===== src/rtl/enum_walk_pkg.sv =====
// Shared types for the enum range walker.
// Members, groups, FSM states and walk constants.
package enum_walk_pkg;

   typedef enum logic [3:0] {
      X0 = 4'd0,
      X1 = 4'd1,
      Y  = 4'd2,
      Z0 = 4'd3,
      Z1 = 4'd4,
      Z2 = 4'd5,
      C4 = 4'd6,
      C3 = 4'd7,
      C2 = 4'd8
   } member_t;

   typedef enum logic [1:0] {
      G_X = 2'd0,
      G_Y = 2'd1,
      G_Z = 2'd2,
      G_C = 2'd3
   } group_t;

   typedef enum logic {
      S_IDLE = 1'b0,
      S_RUN  = 1'b1
   } walk_state_t;

   localparam int          MEMBER_COUNT = 9;
   localparam logic [3:0]  LAST_MEMBER  = 4'd8;

endpackage


===== src/rtl/enum_member_decode.sv =====
// Combinational member -> (group, range index) decode.
// Ports: member in; grp, index out.
import enum_walk_pkg::*;

module enum_member_decode (
   input  member_t     member,
   output group_t      grp,
   output logic [2:0]  index
);

   always_comb begin
      grp   = G_X;
      index = '0;
      unique case (1'b1)
         member inside {X0, X1}: begin
            grp   = G_X;
            index = 3'(member);
         end
         member == Y: begin
            grp   = G_Y;
            index = '0;
         end
         member inside {Z0, Z1, Z2}: begin
            grp   = G_Z;
            index = 3'(4'(member) - 4'd3);
         end
         default: begin
            // C4..C2 count down as the encoding rises
            grp   = G_C;
            index = 3'(4'd10 - 4'(member));
         end
      endcase
   end

endmodule


===== src/rtl/enum_range_walker.sv =====
// Walks member_t forward/reverse for a beat count.
// Ports: cmd_* handshake in, out_* beat stream, sticky err.
import enum_walk_pkg::*;

module enum_range_walker #(
   parameter int COUNT_W = 4
) (
   input  logic               clk,
   input  logic               rst_n,
   input  logic               cmd_valid,
   output logic               cmd_ready,
   input  logic               cmd_dir,
   input  logic [3:0]         cmd_start,
   input  logic [COUNT_W-1:0] cmd_count,
   output logic               out_valid,
   input  logic               out_ready,
   output logic [3:0]         out_member,
   output logic [1:0]         out_group,
   output logic [2:0]         out_index,
   output logic               out_wrap,
   output logic               out_last,
   output logic               err
);

   // Wide enough for both the user count and the 9-beat default
   localparam int RW = (COUNT_W > 4) ? COUNT_W : 4;

   walk_state_t   state;
   logic [3:0]    mem;
   logic          dir;
   logic [RW-1:0] rem;
   logic          wrap;
   group_t        grp;

   always_ff @(posedge clk) begin
      if (!rst_n) begin
         state <= S_IDLE;
         mem   <= '0;
         dir   <= 1'b0;
         rem   <= '0;
         wrap  <= 1'b0;
         err   <= 1'b0;
      end else begin
         unique case (state)
            S_IDLE: begin
               if (cmd_valid) begin
                  dir   <= cmd_dir;
                  wrap  <= 1'b0;
                  state <= S_RUN;
                  if (cmd_count == '0)
                     rem <= RW'(MEMBER_COUNT);
                  else
                     rem <= RW'(cmd_count);
                  if (cmd_start > LAST_MEMBER) begin
                     mem <= '0;
                     err <= 1'b1;
                  end else begin
                     mem <= cmd_start;
                  end
               end
            end
            S_RUN: begin
               if (out_ready) begin
                  if (rem == RW'(1)) begin
                     state <= S_IDLE;
                     wrap  <= 1'b0;
                  end else begin
                     rem <= rem - RW'(1);
                     if (!dir) begin
                        wrap <= (mem == LAST_MEMBER);
                        mem  <= (mem == LAST_MEMBER)
                              ? 4'd0 : mem + 4'd1;
                     end else begin
                        wrap <= (mem == 4'd0);
                        mem  <= (mem == 4'd0)
                              ? LAST_MEMBER : mem - 4'd1;
                     end
                  end
               end
            end
            default: state <= S_IDLE;
         endcase
      end
   end

   assign cmd_ready  = (state == S_IDLE);
   assign out_valid  = (state == S_RUN);
   assign out_member = mem;
   assign out_wrap   = wrap;
   assign out_last   = (state == S_RUN) && (rem == RW'(1));
   assign out_group  = grp;

   enum_member_decode u_dec (
      .member (member_t'(mem)),
      .grp    (grp),
      .index  (out_index)
   );

endmodule


===== config.mk =====
export PLATFORM = sky130hd
export DESIGN_NAME = enum_range_walker
export DESIGN_NICKNAME = d
export VERILOG_FILES = /design/src/rtl/enum_walk_pkg.sv /design/src/rtl/enum_member_decode.sv /design/src/rtl/enum_range_walker.sv
export SDC_FILE = /design/constraint.sdc
export NUM_CORES = 1
export LEC_CHECK = 0
export ABC_AREA = 1
export CAP_MARGIN = 25
export CORE_UTILIZATION = 25
export CTS_BUF_LIST = sky130_fd_sc_hd__clkbuf_8
export DETAILED_ROUTE_END_ITERATION = 12
export GPL_TIMING_DRIVEN = 0
export REMOVE_ABC_BUFFERS = 1
export SYNTH_ARGS = -nofsm -noshare
export SYNTH_HDL_FRONTEND = slang
export SYNTH_SLANG_ARGS = --single-unit

===== constraint.sdc =====
create_clock -name clk -period 1.5 [get_ports clk]
set_clock_uncertainty 0.15 [all_clocks]
set_input_delay 0.15 -clock clk [delete_from_list [all_inputs] [get_ports clk]]
set_output_delay 0.15 -clock clk [all_outputs]
set_load 0.01 [all_outputs]

==> metrics <==
Placer Congestion 0.7707; Startpoint Class flop; YS warnings 0; vias per inst ~4.6; Peak Freq 522.4 MHz; WL/cell 11.84 um; maxcap violations 0; Worst path slowest cell dfxtp_4; Syn Inst Count 147; post-synth top area share 0.2199; I/O pins 27; worst endpoint required time 1.20 ns; DP HPWL approximately 1900 um; failing checks negative setup slack; synthesized area between 1000 and 1500 um^2; Post-DP Area ~1400 um^2; Pwr Density 852.9 nW/um^2; largest net degree at the start of global routing 13; Routed Antenna Nets 0; Vias 1103; number of global-route vias before repair 1024; Synth area leader dfxtp_1; cells along the critical path inv_8 -> ha_4 -> o21ai_4 -> a21oi_4 -> inv_2 -> o211ai_4 -> o21ai_2 -> buf_2; initial drt markers 38; TritonCTS clock tree built; setup ws final -0.4142 ns; Clock Path Buffers 2; top cells by count, synth 29 x nand2_1, 16 x inv_1, 12 x dfxtp_1, 12 x nor2_1, 11 x a21oi_1; final instance area 1652 um^2; register share of total power 0.284; Final nets 210; CP max FO 5; # diodes 0; unique cell type count in the Yosys netlist 34; min Tclk post-route between 1.5 and 2 ns; Primary FF master, synth dfxtp_1; CP Class reg2out; worst skew pair latency 0.25 ns; initial antenna violation count 0; DR DRC count 0; combinational share of power 0.454; IO buf count 26; RSZ-0062 raised after global routing true; Slew @ Worst Pin 0.3960 ns; register area share after synthesis 0.2199; Hold Buf Count CTS 0; Peak VDD IR 0.3538 mV; Int Pwr between 0.0008 and 0.0009 W; Hold Path Class reg2reg; Switching Share 0.3774; initial core utilization 0.2673; Yosys reg bits 12; r2r setup slk -0.01 ns; Clock Power Share 0.262; status finished, violations left; final total power 0.001409 W; async set or reset register ratio after synthesis 0; Die Wd 68.10 um; Worst slew margin 0.7341; Die Height 68.10 um; clock buffer count from CTS 3; synth-to-layout area growth 51.20%; final setup TNS -1.820 ns; global route overflow 0; Post-synth EDFFs 0; final WL 2829 um; NetSw 0.0005316 W; Leak around 0.73 nW; Worst-path clk slew ~0.06 ns; core area 4086 um^2; Hold Worst Slack approximately 0.34 ns; Clock Sinks 12; first-pass GRT wire length about 4600 um; largest cells by area after synthesis dfxtp_1 22%, nand2_1 10%, ha_1 8.0%, o21ai_2 5.6%, inv_1 5.5%; GRT Overall Usage 0.1329; die area 4638 um^2; count leader, synth nand2_1; worst path arrival time 1.61 ns; crit end category output port; DRT Pass-1 Iters 4; ratio of final minimum period to clock period 1.276; root buffer cell clkbuf_8; Slew Viols, Final 0; row count 23; Final Hold Fails 0; post-synthesis area per instance 7.431 um^2; # setup viols final 6; H-tree depth 1; CP max stage delay 0.43 ns; share of post-route cells with drive strength above 1 0.4021
[critical path, delay by kind of cell, from the launching register on]
family          cells  cell delay [ns]
flops               1             0.43
fa+ha+maj           1             0.16
buf+inv             3             0.28
compound gates      4             0.50
[cells in the final DEF, fill, tap and decap left out, types with 2 or more instances in the layout]
cell             synthesis  layout
nand2_1                 29      27
buf_4                    0      15
clkdlybuf4s50_1          0      13
inv_1                   16      12
nor2_1                  12      12
nand3_1                 10      10
a21oi_1                 11       8
dfxtp_1                 12       7
o21ai_0                  6       6
dlygate4sd2_1            0       6
buf_2                    0       6
o21ai_2                  7       5
dfxtp_4                  0       5
inv_2                    4       4
inv_4                    2       4
a21oi_2                  1       4
ha_4                     0       4
clkbuf_8                 0       4
nand2_2                  2       3
inv_6                    1       2
nor2_8                   2       2
o21ai_4                  0       2
nand2_4                  1       2
a31oi_1                  3       2
o21ai_1                  2       2
ha_1                     7       2
[stage by stage]
| step | utilization | setup slack, ns | instances |
|---|---|---|---|
| 2_1_floorplan | - | -0.3249 | 143 |
| 3_3_place_gp | 0.3353 | -0.9247 | 219 |
| 3_5_place_dp | 0.3353 | -0.9408 | 219 |
| 4_1_cts | 0.3837 | -0.3528 | 235 |
| 5_1_grt | 0.4042 | -0.4460 | 239 |
| 6_report | 0.4042 | -0.4142 | 239 |
[repair_timing]
item / 4_1_cts / 5_1_grt
resized for setup: 60 / 12
pin swaps: 7 / 3
endpoints found under the hold margin: 0 / 0
endpoints found under the setup margin: 21 / 10
buffers inserted: 12 / 4
[layout make-up]
cell class                      instances  area, um^2
Sequential cell                        12       259.0
Clock buffer                            4       55.05
Timing Repair Buffer                   42       349.1
Inverter                               23       113.9
Tap cell                               50       62.56
Fill cell                             426        2435
Multi-Input combinational cell        108       812.0
[metal layers]
layer  global-route usage  up-vias  share of wire  routed length, um
met4              0.07031        0          0.024                 68
li1                     -      568              -                  -
met2               0.2120       25           0.48               1365
met1               0.1723      503           0.46               1310
met5                    0        -              0                  0
met3              0.01667        7          0.030                 85
[flip-flops by register name, indices dropped and copies added, names as in the netlist]
signal	flops
dir	1
err	1
out_member	4
out_valid	1
out_wrap	1
rem	4
[power by group through the flow]
stage / Combinational [W] / Sequential [W] / Clock [W]
after floorplan: 0.000348 / 0.000403 / 0
after CTS: 0.000600 / 0.000397 / 0.000372
final: 0.000640 / 0.000401 / 0.000369
after detailed placement: 0.000542 / 0.000409 / 0
after global placement: 0.000540 / 0.000410 / 0
after global routing: 0.000699 / 0.000406 / 0.000387
[logic make-up (layout without fill, tap and decap cells)]
kind of cell	after synthesis	in the layout	share of synthesized area
xor gates and xnor gates	2	2	0.01604
AOI/OAI and AO/OA	38	38	0.2600
and+or+nand+nor	61	61	0.2944
DFF	12	12	0.2199
buffers and inverters	27	69	0.1294
adders and majority gates	7	7	0.08018
[final timing paths]
kind | start | to | cells past startpoint
hold / removal | rem[1]$_SDFFE_PN0P_ | rem[1]$_SDFFE_PN0P_ | 2
setup reg to reg | out_member[0]$_SDFFE_PN0P_ | out_member[1]$_SDFFE_PN0P_ | 10
setup / recovery | out_member[0]$_SDFFE_PN0P_ | out_index[1] | 8
hold reg to reg | rem[1]$_SDFFE_PN0P_ | rem[1]$_SDFFE_PN0P_ | 2
Note: power is estimated with default switching activity, not from simulation.
